<file path="config.mk">
export PLATFORM = sky130hd
export DESIGN_NAME = sync_debounce
export DESIGN_NICKNAME = d
export VERILOG_FILES = /design/src/rtl/sync_debounce.sv
export SDC_FILE = /design/constraint.sdc
export NUM_CORES = 1
export LEC_CHECK = 0
export BUFFER_PORTS_ARGS = -buffer_cell sky130_fd_sc_hd__clkbuf_2
export CORE_ASPECT_RATIO = 0.75
export CORE_MARGIN = 8
export CORE_UTILIZATION = 30
export DETAILED_ROUTE_END_ITERATION = 6
export PLACE_DENSITY_LB_ADDON = 0.15
export REMOVE_ABC_BUFFERS = 1
export SETUP_SLACK_MARGIN = 0.3
export SKIP_LAST_GASP = 1
export SLEW_MARGIN = 30
export SYNTH_ARGS = -nofsm -noshare
export SYNTH_HDL_FRONTEND = slang
export SYNTH_SLANG_ARGS = --single-unit
</file>
<file path="constraint.sdc">
create_clock -name clk -period 2 [get_ports clk]
set_input_delay 0 -clock clk [delete_from_list [all_inputs] [get_ports clk]]
set_output_delay 0 -clock clk [all_outputs]
set_load 0.005 [all_outputs]
</file>
<file path="src/rtl/sync_debounce.sv">
// Synchronises a raw asynchronous level into clk and rejects glitches shorter than DEBOUNCE_CYCLES.
// Emits a clean registered level, one-cycle rise/fall pulses and a wrapping count of accepted rises.
`timescale 1ns/1ps
module sync_debounce #(
  parameter int SYNC_STAGES     = 2,
  parameter int DEBOUNCE_CYCLES = 4,
  parameter bit RESET_VAL       = 1'b0,
  parameter int CNT_W           = 8
) (
  input  logic             clk,
  input  logic             rst_l,
  input  logic             d_in,
  output logic             level_out,
  output logic             rise_pulse,
  output logic             fall_pulse,
  output logic             busy,
  output logic [CNT_W-1:0] event_cnt
);

  localparam int            DW   = $clog2(DEBOUNCE_CYCLES + 1);
  localparam logic [DW-1:0] LAST = DW'(DEBOUNCE_CYCLES - 1);

  typedef enum logic {STABLE = 1'b0, PENDING = 1'b1} state_t;

  state_t                 state_q;
  logic [DW-1:0]          cnt_q;
  logic [SYNC_STAGES-1:0] sync_q;
  logic                   s_sync;
  logic                   level_q;
  logic                   rise_q;
  logic                   fall_q;
  logic                   busy_q;
  logic [CNT_W-1:0]       evt_q;
  logic [CNT_W-1:0]       evt_d;

  assign s_sync = sync_q[SYNC_STAGES-1];
  assign evt_d  = evt_q + 1'b1;

  // d_in touches stage 0 only; everything downstream sees the resolved s_sync.
  always_ff @(posedge clk or negedge rst_l) begin
    if (!rst_l) begin
      sync_q <= {SYNC_STAGES{RESET_VAL}};
    end else begin
      sync_q <= {sync_q[SYNC_STAGES-2:0], d_in};
    end
  end

  always_ff @(posedge clk or negedge rst_l) begin
    if (!rst_l) begin
      state_q <= STABLE;
      cnt_q   <= '0;
      level_q <= RESET_VAL;
      rise_q  <= 1'b0;
      fall_q  <= 1'b0;
      busy_q  <= 1'b0;
      evt_q   <= '0;
    end else begin
      rise_q <= 1'b0;
      fall_q <= 1'b0;
      case (state_q)
        STABLE: begin
          cnt_q <= '0;
          if (s_sync != level_q) begin
            if (DEBOUNCE_CYCLES == 1) begin
              level_q <= s_sync;
              rise_q  <= s_sync;
              fall_q  <= ~s_sync;
              if (s_sync) evt_q <= evt_d;
            end else begin
              state_q <= PENDING;
              busy_q  <= 1'b1;
              cnt_q   <= DW'(1);
            end
          end
        end
        PENDING: begin
          if (s_sync == level_q) begin
            state_q <= STABLE;
            busy_q  <= 1'b0;
            cnt_q   <= '0;
          end else if (cnt_q == LAST) begin
            level_q <= s_sync;
            rise_q  <= s_sync;
            fall_q  <= ~s_sync;
            if (s_sync) evt_q <= evt_d;
            state_q <= STABLE;
            busy_q  <= 1'b0;
            cnt_q   <= '0;
          end else begin
            cnt_q <= cnt_q + 1'b1;
          end
        end
        default: begin
          state_q <= STABLE;
          busy_q  <= 1'b0;
          cnt_q   <= '0;
        end
      endcase
    end
  end

  assign level_out  = level_q;
  assign rise_pulse = rise_q;
  assign fall_pulse = fall_q;
  assign busy       = busy_q;
  assign event_cnt  = evt_q;

endmodule

</file>
==> flow_metrics.py, run 1 <==
metrics = {
    "clock_network": {
        "cts_tree": "yes",
        "path_clk_slew_ns": 0.10,
        "clockBufferDepth": 2,
        "clk_latency_ns": 0.29,
        "numCtsBuffers": 3,
        "cts_root_buffer": "clkbuf_4",
        "clkSinkCount": 18,
        "htree_levels": 1,
    },
    "grt": {
        "grt_max_degree": 19,
        "grt_pass1_wl_um": 2500,
        "overflow": 0,
        "use_met2_pct": 10.3,
        "met3_usage_pct": 5.07,
        "grt-busiest-layer": "met2",
        "grt_util_met1_pct": 9.83,
        "grt_use_total_pct": 7.80,
        "antenna_found_initial": 0,
        "grt_pass1_vias": 537,
    },
    "power": {
        "vdd_ir_drop_max_uv": 447,
        "power.leakage_uw": 0.000470,
        "p_per_area_mw_per_mm2": 956,
    },
    "die": {
        "rows": 15,
        "core_area_sq_mm": 0.00235,
        "design.die.area_sq_mm": 0.00439,
        "die_y_um": 59.4,
        "io_pins": 15,
        "start_util_pct": 32.2,
        "die-width_um": 73.9,
    },
    "worst_setup_path": {
        "critPathLaunchType": "register",
        "cp_max_fo": 6,
        "slowest_stage": "or4b_4",
        "path_cells": "ha_4 -> nand3b_1 -> or4b_4 -> xnor2_1",
        "cp-end-kind": "register",
        "startpoint": "cnt_q[1]",
        "cp.arrival_ns": 1.83,
        "cpPeakStageDelay_ns": 0.61,
        "r2r-start": "cnt_q[1]",
        "required_ns": 2.19,
        "crit_type": "register to register",
        "cp.depth": 4,
        "worst-path-buf-inv": 0,
        "reg2regPathDepth": 4,
        "cp_top_family": "simple AND/OR/NAND/NOR gates",
    },
    "drt": {
        "dr.pass1.iters": 4,
        "wire_per_inst_um": 12.7,
        "drtIter0Drc": 10,
        "drt_wl_total_um": 1500,
        "ant_nets": 0,
        "num_vias": 510,
        "drcViolationCount": 0,
        "avgViaCountPerCell": 4.32,
    },
    "layout": {
        "multi_input_area_sq_um": 307,
        "nets": 91,
        "seq_area_sq_um": 450,
        "n_fill_cell": 238,
        "diodes": 0,
        "area_growth_pct": 26.4,
        "stdcell_count": 118,
        "final_layout_size_suffix_gt1_share_pct": 31.0,
    },
    "timing": {
        "rsz0062_at_grt": "false",
        "skew_ns": 0.00639,
        "worstMarginPinSlew_ns": 0.450,
        "setup-tns-final_ns": 0,
        "finalSetupViolations": 0,
        "clock.fmax_ghz": 0.610,
        "relSlewSlack_pct": 70.0,
        "period_share_pct": 81.9,
        "period_needed_ns": 1.64,
        "maxSlewViolCount": 0,
        "hold_viol_final": 0,
    },
    "logic_synthesis": {
        "yosys-top-cells-area": "dfrtp_1 60%, xnor2_1 5.8%, xor2_1 4.6%",
        "ys_seq_elements": 18,
        "yosysTopAreaCellShare_pct": 59.7,
        "synthCells": 62,
        "synth_warnings": 0,
        "synth.avg_cell_area_sq_um": 12.2,
        "synthesis.area_sq_um": 754,
        "ys_seq_area_share_pct": 59.7,
        "synth_cell_type_count": 23,
        "yosysTopAreaCell": "dfrtp_1",
    },
    "place": {
        "gp_congestion": 0.704,
        "io_buffer_count": 14,
        "place_inst": 110,
        "hpwl_um": 1050,
    },
    "run_status": {
        "outcome": "completed",
    },
    "flow_run": {
        "max_cap_viol_count": 0,
    },
    "hold_path": {
        "worstHoldPathType": "primary input to asynchronous set/reset pin",
    },
}
==> metal layers <==
metal | vias up | share of wire, %
met3 | 2 | 9.3
met4 | 0 | 0.60
li1 | 252 | -
met5 | - | 0
met1 | 242 | 48
met2 | 14 | 42
==> layout make-up <==
type / instances / share of cell area [%]
clock buffers: 3 / 2.36
inverters: 1 / 0.394
repair buffers: 21 / 13.4
well taps: 34 / 4.46
multi-input cells: 41 / 32.2
flip-flops and latches: 18 / 47.2
==> kinds of logic (layout without fill, tap and decap cells) <==
logic type	Yosys count	after routing	share of synthesized area [%]
and+or+nand+nor	27	27	21.1
adders and majority gates	2	2	3.32
AOI/OAI and AO/OA	2	2	1.33
buffers and inverters	3	25	2.65
muxes	1	1	1.49
xor gates and xnor gates	9	9	10.4
DFF	18	18	59.7
==> cell usage in the layout, fill, tap and decap left out, drive strengths merged, types with 3 or more instances in the layout <==
cell type,netlist,routed
buf,2,5
nor3b,3,3
nand2,6,6
xnor2,5,5
dfrtp,18,18
clkbuf,0,17
nand3,3,3
nor2,4,4
xor2,4,4
==> path summary, 6_finish.rpt <==
check | end | slack, ns
worst min-delay path | event_cnt[7] | 0.17
max in group asynchronous | sync_q[0] | 1.51
min in group clk | sync_q[0] | 0.35
worst min register to register | sync_q[1] | 0.36
worst max register to register | event_cnt[7] | 0.36
worst max-delay path | event_cnt[7] | 0.36
==> repair_timing <==
item,4_1_cts,5_1_grt
gates resized for setup,0,4
setup endpoints to repair,0,2
hold buffers,2,0
setup buffers,0,3
endpoints found under the hold margin,19,0
==> power breakdown <==
| part | total [uW] | switching (uW) | internal, uW |
|---|---|---|---|
| registers | 483 | 55.6 | 427 |
| clock network | 174 | 104 | 70.1 |
| logic | 255 | 130 | 125 |
==> synthesized netlist by cell type <==
cell type  count
o21ai_0        1
nand2_1        6
buf_2          1
and3_1         1
or4b_1         1
nor3_1         2
mux2_2         1
and4b_1        1
dfrtp_1       18
nor2_1         4
and3b_1        1
nand3_1        3
xnor2_1        5
inv_1          1
nor3b_2        1
nand2b_1       2
xor2_1         4
nor3b_1        2
ha_1           2
buf_6          1
a21oi_1        1
nand3b_1       2
nand4_1        1
==> per-stage QoR <==
step                      worst slack (ns)  util (%)  hold slack, ns  total power [uW]  instance area (sq um)
after global placement               0.397      36.9         -0.0268               706                    866
final                                0.362      40.6           0.173               912                    953
after CTS                            0.345      38.7           0.189               893                    908
after global routing                 0.293      40.6           0.209              1000                    953
after detailed placement             0.354      36.9         -0.0262               711                    866
after floorplan                      0.505         -          -0.296               610                    738
==> registers in the layout, summed over array words and instances, names as in the netlist <==
signal,flops
rise_pulse,1
event_cnt,8
sync_q,2
cnt_q,3
fall_pulse,1
state_q,1
busy,1
level_out,1
Power figures use the tool's default switching activity.
==> run 2: changes to the inputs <==
ABC_AREA = 1   (was not set)
clock period = 1.7 ns   (was 2 ns; I/O delays follow)
==> flow_metrics.py, run 2 <==
metrics = {
    "clock_network": {
        "htree_levels": 1,
        "path_clk_slew_ns": 0.07,
        "post_cts_buffers": 0,
        "clkSinkCount": 18,
        "clk_latency_ns": 0.25,
        "cts_tree": "yes",
        "cts_root_buffer": "clkbuf_8",
        "numCtsBuffers": 3,
        "clockBufferDepth": 2,
    },
    "power": {
        "p_clk_share_pct": 27.9,
        "power.leakage_uw": 0.000519,
        "p_per_area_mw_per_mm2": 1190,
        "switching_share_pct": 31.1,
        "totalPowerFinal_uw": 1210,
        "power_frac_seq_pct": 48.3,
        "p_switching_uw": 378,
        "vdd_ir_drop_max_uv": 549,
        "p_int_uw": 835,
        "comb_power_share_pct": 23.8,
    },
    "timing": {
        "period_needed_ns": 1.24,
        "setup-tns-final_ns": 0,
        "worstMarginPinSlew_ns": 0.452,
        "finalSetupViolations": 0,
        "skew_ns": 0.00841,
        "relSlewSlack_pct": 69.9,
        "clock.fmax_ghz": 0.805,
        "rsz0062_at_grt": "false",
        "maxSlewViolCount": 0,
        "period_share_pct": 73.0,
        "hold_viol_final": 0,
    },
    "worst_setup_path": {
        "r2r-start": "cnt_q[0]",
        "cp.arrival_ns": 1.36,
        "slowest_stage": "dfrtp_1",
        "cp-end-kind": "register",
        "critPathLaunchType": "register",
        "crit_type": "register to register",
        "reg2regPathDepth": 5,
        "cp_max_fo": 11,
        "required_ns": 1.82,
        "reg2reg_to": "event_cnt[0]",
        "path_cells": "ha_1 -> inv_1 -> nor2_4 -> nand4_4 -> xor2_1",
        "r2r_setup_slack_ns": 0.46,
        "cpPeakStageDelay_ns": 0.36,
    },
    "logic_synthesis": {
        "synth_warnings": 0,
        "synth_edf_count": 0,
        "synth_xor_area_share_pct": 4.21,
        "async_flop_share_pct": 100,
        "synthAdderAreaFrac_pct": 3.01,
        "ys_seq_elements": 18,
        "yosysTopAreaCellShare_pct": 54.1,
        "ys_seq_area_share_pct": 54.1,
        "synth_cell_type_count": 18,
        "synthesis.area_sq_um": 832,
        "yosysMostFrequentCell": "nand2_1",
        "synth_top_family_by_area": "simple AND/OR/NAND/NOR gates",
        "synth_compound_area_share_pct": 4.51,
        "synth.avg_cell_area_sq_um": 8.76,
        "synthSimpleGateAreaFrac_pct": 28.3,
        "synth_ff_type": "dfrtp_1",
        "synthCells": 95,
        "muxShareOfSynthArea_pct": 0,
        "yosys-top-cells-area": "dfrtp_1 54%, nand2_1 17%, inv_1 4.1%",
        "yosysTopAreaCell": "dfrtp_1",
        "synthTopCellsByCount": "37 x nand2_1, 18 x dfrtp_1, 9 x inv_1, 7 x nor2_1, 4 x nand3_1",
    },
    "grt": {
        "grt_pass1_wl_um": 2830,
        "grt_pass1_vias": 604,
        "grt_use_total_pct": 7.65,
        "antenna_found_initial": 0,
        "overflow": 0,
        "grt_max_degree": 19,
    },
    "place": {
        "hpwl_um": 1180,
        "io_buffer_count": 14,
        "place_inst": 144,
        "gp_congestion": 0.747,
    },
    "drt": {
        "avgViaCountPerCell": 4.09,
        "drt_wl_total_um": 1590,
        "num_vias": 614,
        "drtIter0Drc": 16,
        "wire_per_inst_um": 10.6,
        "dr.pass1.iters": 4,
        "drcViolationCount": 0,
        "ant_nets": 0,
    },
    "layout": {
        "stdcell_count": 150,
        "seq_area_sq_um": 450,
        "diodes": 0,
        "largest_reg_flops": 8,
        "final_layout_size_suffix_gt1_share_pct": 22.8,
        "nets": 120,
        "n_fill_cell": 276,
        "multi_input_area_sq_um": 342,
        "layout_common_cells": "37 x nand2_1, 18 x dfrtp_1, 14 x clkbuf_2",
        "area_growth_pct": 22.9,
        "final_common_cell": "nand2_1",
    },
    "die": {
        "die_y_um": 61.6,
        "io_pins": 15,
        "design.die.area_sq_mm": 0.00473,
        "core_area_sq_mm": 0.00262,
        "die-width_um": 76.8,
        "rows": 16,
        "start_util_pct": 31.7,
    },
    "run_status": {
        "outcome": "completed",
    },
    "hold_path": {
        "worstHoldPathType": "primary input to asynchronous set/reset pin",
    },
    "flow_run": {
        "max_cap_viol_count": 0,
    },
}
run 2: cell types whose count changed after synthesis, sizes merged, moves of 2 or more:
cell,previous run,this run
nor3b,3,0
o21ai,1,6
nand3b,2,0
nand2b,2,0
xor2,4,1
nor2,4,8
nand2,6,39
inv,1,10
xnor2,5,3
run 2: layer usage:
metal  GRT usage [%]  share of wire [%]  up-vias  routed length, um
li1                -                  -      333                  -
met1            9.61                 53      264                841
met2            10.5                 39       13                615
met3            4.23                6.4        4                102
met4            3.27                1.7        0                 27
met5               0                  0        -                  0
run 2: how the worst max path moves through the flow:
stage,slack [ns],start,endpoint
2_1_floorplan,0.49,cnt_q[0],event_cnt[0]
3_3_place_gp,0.34,cnt_q[0],event_cnt[7]
3_5_place_dp,0.32,cnt_q[0],event_cnt[7]
4_1_cts,0.30,cnt_q[0],event_cnt[7]
5_1_grt,0.32,cnt_q[0],event_cnt[4]
6_report,0.46,cnt_q[0],event_cnt[0]
run 2: area by class of cell:
| type | count | share of cell area, % |
|---|---|---|
| Timing Repair Buffer | 16 | 8.81 |
| Sequential cell | 18 | 44.1 |
| Clock buffer | 4 | 5.39 |
| Multi-Input combinational cell | 66 | 33.4 |
| Inverter | 10 | 3.92 |
| Tap cell | 36 | 4.41 |
run 2: cell families after synthesis:
family	Yosys count
buffers and inverters	11
AOI/OAI and AO/OA	6
DFF	18
and+or+nand+nor	54
adders and majority gates	2
xor gates and xnor gates	4
run 2: per-stage QoR:
stage	utilization (%)	hold slack, ns	cell area [sq um]	worst slack (ns)
2_1_floorplan	-	-0.296	821	0.495
5_1_grt	39.0	0.275	1020	0.321
3_5_place_dp	35.7	-0.0238	936	0.320
6_report	39.0	0.223	1020	0.458
4_1_cts	38.5	0.240	1010	0.304
3_3_place_gp	35.7	-0.0242	936	0.342
run 2: critical path: cells and delay by family, from the launching register on:
kind	cells	cell delay, ns
and+or+nand+nor	2	0.34
buffers and inverters	1	0.06
xor gates and xnor gates	1	0.21
DFF	1	0.36
adders and majority gates	1	0.15
run 2: timing repair:
action | CTS | global route
gates resized for setup | 0 | 2
setup endpoints to repair | 0 | 9
endpoints found under the hold margin | 19 | 0
hold buffers | 2 | 0
run 2: power groups by stage:
stage	sequential, uW	combinational [uW]	clock [uW]
after global placement	588	284	0
after global routing	598	345	377
after CTS	582	290	357
after floorplan	579	189	0
after detailed placement	589	284	0
final	586	288	339
